--- src/rtl/logic_unit_arbiter.sv ---
// Round-robin arbiter sharing one bitwise logic unit (OR/AND/XOR/NOR) between two
// requesters, with latched operands and a single id-tagged registered response.
//
// state  | meaning
// IDLE   | waiting for a request; grant decided combinationally from the valids
// EXEC   | latched operands pass through the logic unit; result registered at the edge
// RESP   | response held on rsp_* until the consumer takes it
module logic_unit_arbiter #(
    parameter int WIDTH = 8,
    parameter int CNT_W = 16
) (
    input  logic             clk,
    input  logic             rst_n,
    input  logic             req0_valid,
    output logic             req0_ready,
    input  logic [1:0]       req0_op,
    input  logic [WIDTH-1:0] req0_a,
    input  logic [WIDTH-1:0] req0_b,
    input  logic             req1_valid,
    output logic             req1_ready,
    input  logic [1:0]       req1_op,
    input  logic [WIDTH-1:0] req1_a,
    input  logic [WIDTH-1:0] req1_b,
    output logic             rsp_valid,
    input  logic             rsp_ready,
    output logic             rsp_id,
    output logic [WIDTH-1:0] rsp_data,
    output logic             busy,
    output logic [CNT_W-1:0] ops_done
);

    typedef enum logic [1:0] {
        S_IDLE = 2'd0,
        S_EXEC = 2'd1,
        S_RESP = 2'd2
    } state_t;

    state_t           r_state;
    state_t           w_state_nxt;
    logic             r_last_grant;
    logic             r_id;
    logic [1:0]       r_op;
    logic [WIDTH-1:0] r_a;
    logic [WIDTH-1:0] r_b;
    logic             r_rsp_valid;
    logic             r_rsp_id;
    logic [WIDTH-1:0] r_rsp_data;
    logic [CNT_W-1:0] r_ops_done;
    logic             w_gnt_id;
    logic             w_accept;
    logic             w_rsp_hs;
    logic [WIDTH-1:0] w_result;

    // On a tie the requester that did not win last time is granted.
    assign w_gnt_id = (req0_valid & req1_valid) ? ~r_last_grant : req1_valid;
    assign w_accept = req0_ready | req1_ready;
    assign w_rsp_hs = (r_state == S_RESP) & r_rsp_valid & rsp_ready;

    always_comb begin
        w_state_nxt = r_state;
        req0_ready  = 1'b0;
        req1_ready  = 1'b0;
        case (r_state)
            S_IDLE: begin
                if (req0_valid | req1_valid) begin
                    req0_ready  = ~w_gnt_id;
                    req1_ready  = w_gnt_id;
                    w_state_nxt = S_EXEC;
                end
            end
            S_EXEC:  w_state_nxt = S_RESP;
            S_RESP:  if (rsp_ready) w_state_nxt = S_IDLE;
            default: w_state_nxt = S_IDLE;
        endcase
    end

    always_comb begin
        w_result = '0;
        case (r_op)
            2'b00:   w_result = r_a | r_b;
            2'b01:   w_result = r_a & r_b;
            2'b10:   w_result = r_a ^ r_b;
            default: w_result = ~(r_a | r_b);
        endcase
    end

    always_ff @(posedge clk or negedge rst_n) begin
        if (!rst_n) begin
            r_state <= S_IDLE;
        end else begin
            r_state <= w_state_nxt;
        end
    end

    always_ff @(posedge clk or negedge rst_n) begin
        if (!rst_n) begin
            r_last_grant <= 1'b1;
            r_id         <= 1'b0;
            r_op         <= 2'b00;
            r_a          <= '0;
            r_b          <= '0;
            r_rsp_valid  <= 1'b0;
            r_rsp_id     <= 1'b0;
            r_rsp_data   <= '0;
            r_ops_done   <= '0;
        end else begin
            if (w_accept) begin
                r_id         <= w_gnt_id;
                r_last_grant <= w_gnt_id;
                r_op         <= w_gnt_id ? req1_op : req0_op;
                r_a          <= w_gnt_id ? req1_a  : req0_a;
                r_b          <= w_gnt_id ? req1_b  : req0_b;
            end
            if (r_state == S_EXEC) begin
                r_rsp_data  <= w_result;
                r_rsp_id    <= r_id;
                r_rsp_valid <= 1'b1;
            end
            // rsp_data is left untouched on the handshake so it keeps its last value.
            if (w_rsp_hs) begin
                r_rsp_valid <= 1'b0;
                r_ops_done  <= r_ops_done + {{(CNT_W-1){1'b0}}, 1'b1};
            end
        end
    end

    assign rsp_valid = r_rsp_valid;
    assign rsp_id    = r_rsp_id;
    assign rsp_data  = r_rsp_data;
    assign busy      = (r_state != S_IDLE);
    assign ops_done  = r_ops_done;

endmodule

--- config.mk ---
export PLATFORM = sky130hd
export DESIGN_NAME = logic_unit_arbiter
export DESIGN_NICKNAME = d
export VERILOG_FILES = /design/src/rtl/logic_unit_arbiter.sv
export SDC_FILE = /design/constraint.sdc
export NUM_CORES = 1
export LEC_CHECK = 0
export ABC_AREA = 0
export ABC_CLOCK_PERIOD_IN_PS = 1500
export CAP_MARGIN = 15
export CORE_AREA = 2 2 99 101
export CTS_CLUSTER_DIAMETER = 50
export DETAILED_ROUTE_END_ITERATION = 16
export DIE_AREA = 0 0 101 103
export GPL_ROUTABILITY_DRIVEN = 0
export HOLD_SLACK_MARGIN = 0.1
export SKIP_LAST_GASP = 1
export SLEW_MARGIN = 5
export SYNTH_ARGS = -nofsm -noshare
export SYNTH_HDL_FRONTEND = slang
export SYNTH_SLANG_ARGS = --single-unit
--- constraint.sdc ---
create_clock -name clk -period 1.5 [get_ports clk]
set_clock_uncertainty 0.15 [all_clocks]
set_input_delay 0.3 -clock clk [delete_from_list [all_inputs] [get_ports clk]]
set_output_delay 0.3 -clock clk [all_outputs]
set_load 0.02 [all_outputs]
==> summary.md, run 1 <==
| Metric | Value |
|---|---|
| Fin. Hold Viols | 0 |
| Clk sinks | 48 |
| Buf/Inv on CP | 2 |
| Max_cap viols | 0 |
| Critical path class | reg2out |
| Switching Share | 38.9% |
| Crit-path cells | a21boi_4 > buf_6 > nor2_4 > buf_6 |
| Number of global-route vias before repair | 2216 |
| FP Rows | 36 |
| Register share of total power | 31.2% |
| Mapped Area | 2620 µm² |
| Die Span X | 101 µm |
| Distinct cells, synth | 30 |
| Max Transition Viols Final | 0 |
| GRT Residual Overflow | 0 |
| Synth top area share | 44.8% |
| Overall routing resource usage | 13.1% |
| # setup viols final | 35 |
| Outcome | complete, but fails checks |
| Failing checks | setup timing |
| CP Depth | 4 |
| Clock share of power | 13.2% |
| First-pass GRT wire length | 10600 µm |
| Most common cell in the netlist | dfrtp_1 |
| Via density | 4.46 |
| CTS tree | done |
| CTS H-tree lvls | 2 |
| Max transition margin | 57.1% |
| Post-synthesis instance total | 268 |
| Synth area leader | dfrtp_1 |
| Sw power | 2750 µW |
| Fillers | 900 |
| Port bufs | 69 |
| IO Pins | 70 |
| Initial Util | 27.7% |
| Syn Area/Cell | 9.79 µm² |
| Clock buffer depth | 2 |
| Clk Latency, worst-skew pair | 0.30 ns |
| HPWL after detailed placement | 4590 µm |
| Final ANT Viol Nets | 0 |
| Sequential area share after synthesis | 45.8% |
| Critical Path Fanout Max | 3 |
| Nets | 442 |
| Per-cell routed wire length | 13.3 µm |
| CP delay by family, top | flip-flops |
| Post-synth EDFFs | 0 |
| First-pass DRT Iterations | 4 |
| Worst EP arrival | 1.25 ns |
| Int Power | 4310 µW |
| Worst setup margin | -0.200 ns |
| RSZ-0062 raised after global routing | true |
| Yosys warnings | 0 |
| Reg clk slew, reported paths | 0.09 ns |
| DRT iter0 DRCs | 35 |
| Fmax | 0.588 GHz |
| Critical Path Start Type | flop |
| Ys flop type | dfrtp_1 |
| Via Count | 2225 |
| Syn-to-layout area delta | 60.4% |
| Placeable core area | 9460 µm² |
| Worst-Margin Slew | 0.644 ns |
| Period minus WS final | 1.70 ns |
| Largest cells by area after synthesis | dfrtp_1, ha_1, mux2i_1 |
| Initial antenna violation count | 0 |
| Final WL | 6640 µm |
| Slowest stage cell, crit path | dfstp_2 |
| FF-to-FF path depth | 6 |
| Req. time, crit path | 1.05 ns |
| Comb power frac | 55.6% |
| Die area | 10400 µm² |
| Remaining DRCs | 0 |
| Num CTS Buffers | 5 |
| Final Non-Filler Cells | 499 |
| Number of diodes | 0 |
| Top post-synthesis cells by count | dfrtp_1, nand2_1, mux2i_1 |
| Hold Crit Class | in2async |
| Die height | 103 µm |
| Crit-path max cell delay | 0.57 ns |
| Pre-CTS setup slack | -0.731 ns |
| #FFs+latches synth | 48 |
| Period Utilization, post-route | 113% |
| Syn_nets | 326 |
| CP endpoint kind | output pin |
| Power Dens Cells | 1680 nW/µm² |
| Pin count of the biggest net entering global routing | 39 |
| Most frequent CP cell | buf_6 |
| Peak VDD IR | 0.643 mV |
| Clk root buf | clkbuf_8 |
| Layout cells sized above 1 | 32.7% |
| LEAKAGE | 0.00200 µW |
| Placed Cells incl. Taps | 471 |
| Async SR Flop Fraction | 100% |
power by group through the flow:
stage	logic, µW	registers, µW	clock network [µW]
after floorplan	1860	2310	0
final	3920	2200	935
after global routing	4370	2280	1020
after global placement	3190	2210	0
after detailed placement	3260	2230	0
after CTS	3490	2200	976
routing by layer:
metal  up-vias  global-route usage [%]  wire [µm]
met5         -                       0          0
met4         0                    4.47        119
met3         8                    2.10        280
met2        43                    21.6       3170
met1      1043                    17.6       3070
li1       1131                       -          -
final cells by class:
cell class / instances / area [µm²] / area share [%]
timing repair buffer: 123 / 1180 / 28.0
multi-input combinational: 187 / 1500 / 35.6
clock buffer: 6 / 72.6 / 1.72
inverter: 19 / 71.3 / 1.69
clock inverter: 2 / 35.0 / 0.832
sequential: 48 / 1210 / 28.8
tap: 114 / 143 / 3.39
path summary, 6_finish.rpt:
path / start / end / slack, ns
setup / recovery: r_last_grant$_DFFE_PN1P_ / req0_ready / -0.20
hold / removal: rst_n / ops_done[15]$_DFFE_PN0N_ / 0.24
setup reg to reg: r_last_grant$_DFFE_PN1P_ / r_a[7]$_DFFE_PN0P_ / -0.20
hold reg to reg: ops_done[15]$_DFFE_PN0N_ / ops_done[15]$_DFFE_PN0N_ / 0.32
max in group asynchronous: rst_n / r_last_grant$_DFFE_PN1P_ / 0.44
min in group clk: ops_done[15]$_DFFE_PN0N_ / ops_done[15]$_DFFE_PN0N_ / 0.32
cells in the final DEF (no fill, tap or decap), types with 7 or more instances in the layout:
cell type | netlist | layout
xnor2_1 | 13 | 11
nand2_1 | 38 | 35
ha_1 | 17 | 17
clkdlybuf4s50_1 | 0 | 37
inv_1 | 19 | 19
mux2i_1 | 20 | 12
clkdlybuf4s15_1 | 0 | 12
nor2b_1 | 12 | 12
o21ai_1 | 15 | 23
nand4_1 | 8 | 8
dfrtp_1 | 47 | 40
buf_4 | 0 | 38
clkbuf_2 | 1 | 8
dfrtp_2 | 0 | 7
buf_6 | 0 | 11
flip-flops by register name, summed over array words and instances (netlist names):
register,cells
r_last_grant,1
r_a,8
r_op,2
rsp_data,8
r_b,8
rsp_valid,1
r_id,1
r_state,2
ops_done,16
rsp_id,1
cell families (layout without fill, tap and decap cells):
family	Yosys count	after routing	share of synthesized area (%)
AOI/OAI and AO/OA	43	43	8.44
xor gates and xnor gates	15	15	5.01
adders and majority gates	17	17	8.11
buffers and inverters	33	150	5.15
DFF	48	48	45.8
muxes	27	27	10.6
and+or+nand+nor	85	85	16.8
per-stage QoR:
| stage | hold slack, ns | utilization [%] | total power, µW | setup TNS (ns) | instance area (µm²) |
|---|---|---|---|---|---|
| 3_3_place_gp | 0.0338 | 39.0 | 5390 | -15.45 | 3690 |
| 5_1_grt | 0.277 | 44.5 | 7670 | -5.97 | 4210 |
| 4_1_cts | 0.242 | 42.5 | 6660 | -3.88 | 4020 |
| 3_5_place_dp | 0.0377 | 39.0 | 5490 | -16.39 | 3690 |
| 2_1_floorplan | -0.146 | - | 4160 | -0.0520 | 2640 |
| 6_report | 0.241 | 44.5 | 7060 | -3.61 | 4210 |
repair_timing:
| action | CTS | global route |
|---|---|---|
| hold endpoints to repair | 47 | 0 |
| endpoints found under the setup margin | 59 | 64 |
| hold buffers | 1 | 0 |
| setup buffers | 9 | 9 |
| pin swaps | 8 | 21 |
| resized for setup | 85 | 68 |
| gates cloned | 3 | 1 |
(Power assumes the default switching activity.)
==> run 2, diff against run 1 <==
--- a/config.mk
+++ b/config.mk
@@ -14,6 +14,7 @@
 export DIE_AREA = 0 0 101 103
 export GPL_ROUTABILITY_DRIVEN = 0
 export HOLD_SLACK_MARGIN = 0.1
+export PLACE_DENSITY_LB_ADDON = 0.15
 export SKIP_LAST_GASP = 1
 export SLEW_MARGIN = 5
 export SYNTH_ARGS = -nofsm -noshare
==> summary.md, run 2 (same netlist as run 1, synthesis figures left out) <==
| Metric | Value |
|---|---|
| Top Layer Used | met4 |
| Cell area after layout | 3980 µm² (-5.5%) |
| RSZ-0062 raised after global routing | true |
| Most common cell after layout, fill and taps aside | dfrtp_1 |
| Critical Path Fanout Max | 4 (+1) |
| Peak VDD IR | 0.627 mV (-2.6%) |
| IO Pins | 70 (unchanged) |
| Clk Latency, worst-skew pair | 0.31 ns (about the same) |
| First-pass GRT wire length | 9090 µm (-14%) |
| Via density | 4.32 (-3.0%) |
| Syn-to-layout area delta | 51.5% |
| Req. time, crit path | 1.05 ns (about the same) |
| Critical path class | reg2out |
| Final ANT Viol Nets | 0 (unchanged) |
| Critical Path Start Type | flop |
| Crit-path cells | a21boi_4 > and2_4 > buf_6 |
| DRT iter0 DRCs | 31 (-11%) |
| Clk sinks | 48 (unchanged) |
| Worst setup margin | -0.194 ns (+0.00593 ns) |
| Buf/Inv on CP | 1 (-1) |
| Register share of total power | 32.0% (+0.8 points) |
| HPWL after detailed placement | 4210 µm (-8.3%) |
| Placeable core area | 9460 µm² (unchanged) |
| Max Transition Viols Final | 0 (unchanged) |
| Pin count of the biggest net entering global routing | 39 (unchanged) |
| Comb power frac | 55.2% (-0.4 points) |
| LEAKAGE | 0.00193 µW (-3.3%) |
| Clock share of power | 12.8% (-0.4 points) |
| Routed length on met3 | 269 µm (-3.9%) |
| Crit-path max cell delay | 0.56 ns (about the same) |
| Per-cell routed wire length | 11.4 µm (-14%) |
| Worst Setup SP | r_last_grant$_DFFE_PN1P_ |
| Initial Util | 27.7% (unchanged) |
| Outcome | complete, but fails checks |
| Period Utilization, post-route | 113% (-0.40 points) |
| Fmax | 0.590 GHz (+0.35%) |
| Fin. Hold Viols | 0 (unchanged) |
| Slowest stage cell, crit path | dfstp_2 |
| Hold_sp | rsp_ready |
| Routed length on met2 | 2600 µm (-18%) |
| Die area | 10400 µm² (unchanged) |
| Worst EP arrival | 1.24 ns (about the same) |
| Max_cap viols | 0 (unchanged) |
| Most frequent cells in the layout | dfrtp_1, nand2_1, buf_4, clkdlybuf4s50_1, mux2i_1 |
| Worst-Margin Slew | 0.371 ns (-0.273 ns) |
| Die Span X | 101 µm (unchanged) |
| CTS H-tree lvls | 2 (unchanged) |
| Final WL | 5630 µm (-15%) |
| Max reg flops | 16 (unchanged) |
| # setup viols final | 15 (-57%) |
| Pre-CTS setup slack | -0.828 ns (-0.0972 ns) |
| Max transition margin | 75.2% (+18 points) |
| Period minus WS final | 1.69 ns (-0.00593 ns) |
| Die height | 103 µm (unchanged) |
| Nets | 436 (-1.4%) |
| Placed Area | 3710 µm² (+0.68%) |
| Via Count | 2132 (-4.2%) |
| Final core occ | 42.0% (-2.5 points) |
| Layout cells sized above 1 | 27.7% (-5.0 points) |
| CTS tree | done |
| Num CTS Buffers | 5 (unchanged) |
| Port bufs | 69 (unchanged) |
| Number of global-route vias before repair | 1956 (-12%) |
| Power Dens Cells | 1650 nW/µm² (-1.8%) |
| Int Power | 3980 µW (-7.8%) |
| GRT Residual Overflow | 0 (unchanged) |
| Number of diodes | 0 (unchanged) |
| CP delay by family, top | flip-flops |
| Switching Share | 39.3% (+0.39 points) |
| RR Startpoint | r_state[0]$_DFFE_PN0P_ |
| Failing checks | setup timing |
| Initial antenna violation count | 0 (unchanged) |
| Clock buffer depth | 2 (unchanged) |
| Hold Crit Class | in2reg |
| Overall routing resource usage | 11.1% (-2.0 points) |
| Reg clk slew, reported paths | 0.10 ns (about the same) |
| First-pass DRT Iterations | 4 (unchanged) |
| Remaining DRCs | 0 (unchanged) |
| Clk root buf | clkbuf_8 |
| WL met1 | 2720 µm (-11%) |
| CP endpoint kind | output pin |
| Sw power | 2570 µW (-6.3%) |
| FP Rows | 36 (unchanged) |
-- run 2: power groups by stage --
| stage | Clock [µW] | Sequential, µW | Combinational [µW] |
|---|---|---|---|
| after global routing | 929 | 2160 | 4100 |
| final | 837 | 2100 | 3620 |
| after detailed placement | 0 | 2140 | 3360 |
| after global placement | 0 | 2110 | 3310 |
| after floorplan | 0 | 2310 | 1860 |
| after CTS | 883 | 2120 | 3380 |
-- run 2: final timing paths --
path,to,slack (ns),cells past startpoint
min in group asynchronous,rsp_data[6]$_DFFE_PN0N_,0.30,2
worst min register to register,ops_done[15]$_DFFE_PN0N_,0.33,1
worst max-delay path,req1_ready,-0.19,3
worst min-delay path,r_state[1]$_DFFE_PN0P_,0.24,3
worst max register to register,ops_done[15]$_DFFE_PN0N_,-0.15,5
max in group asynchronous,r_last_grant$_DFFE_PN1P_,0.40,3
-- run 2: worst reg2reg max path: cells and delay by family, from the launching register on --
kind	cells	cell delay, ns
flip-flops	1	0.42
XOR/XNOR	1	0.15
AND/OR/NAND/NOR	3	0.65
buffers and inverters	1	0.15
-- run 2: layer usage --
| metal | vias up | global-route usage, % |
|---|---|---|
| met5 | - | 0 |
| met4 | 0 | 4.05 |
| met3 | 4 | 1.83 |
| met2 | 54 | 18.3 |
| met1 | 950 | 14.8 |
| li1 | 1124 | - |
-- run 2: per-stage QoR --
step	total power (µW)	TNS, ns	hold WS [ns]	cells
3_3_place_gp	5420	-14.98	0.105	472
4_1_cts	6380	-1.41	0.254	484
2_1_floorplan	4160	-0.0520	-0.146	268
5_1_grt	7190	-2.85	0.257	493
6_report	6550	-1.52	0.236	493
3_5_place_dp	5500	-16.23	0.102	472
-- run 2: final cells by class --
| type | count | area [µm²] |
|---|---|---|
| flip-flops and latches | 48 | 1210 |
| multi-input cells | 187 | 1400 |
| inverters | 19 | 71.3 |
| well taps | 114 | 143 |
| fillers | 987 | 5480 |
| repair buffers | 117 | 1050 |
| clock inverters | 2 | 13.8 |
| clock buffers | 6 | 82.6 |
-- run 2: repair_timing --
item,in CTS,in global routing
resized for setup,72,38
setup buffers,3,9
hold buffers,1,0
endpoints found under the hold margin,47,0
pin swaps,6,18
cloned,0,0
endpoints found under the setup margin,56,53
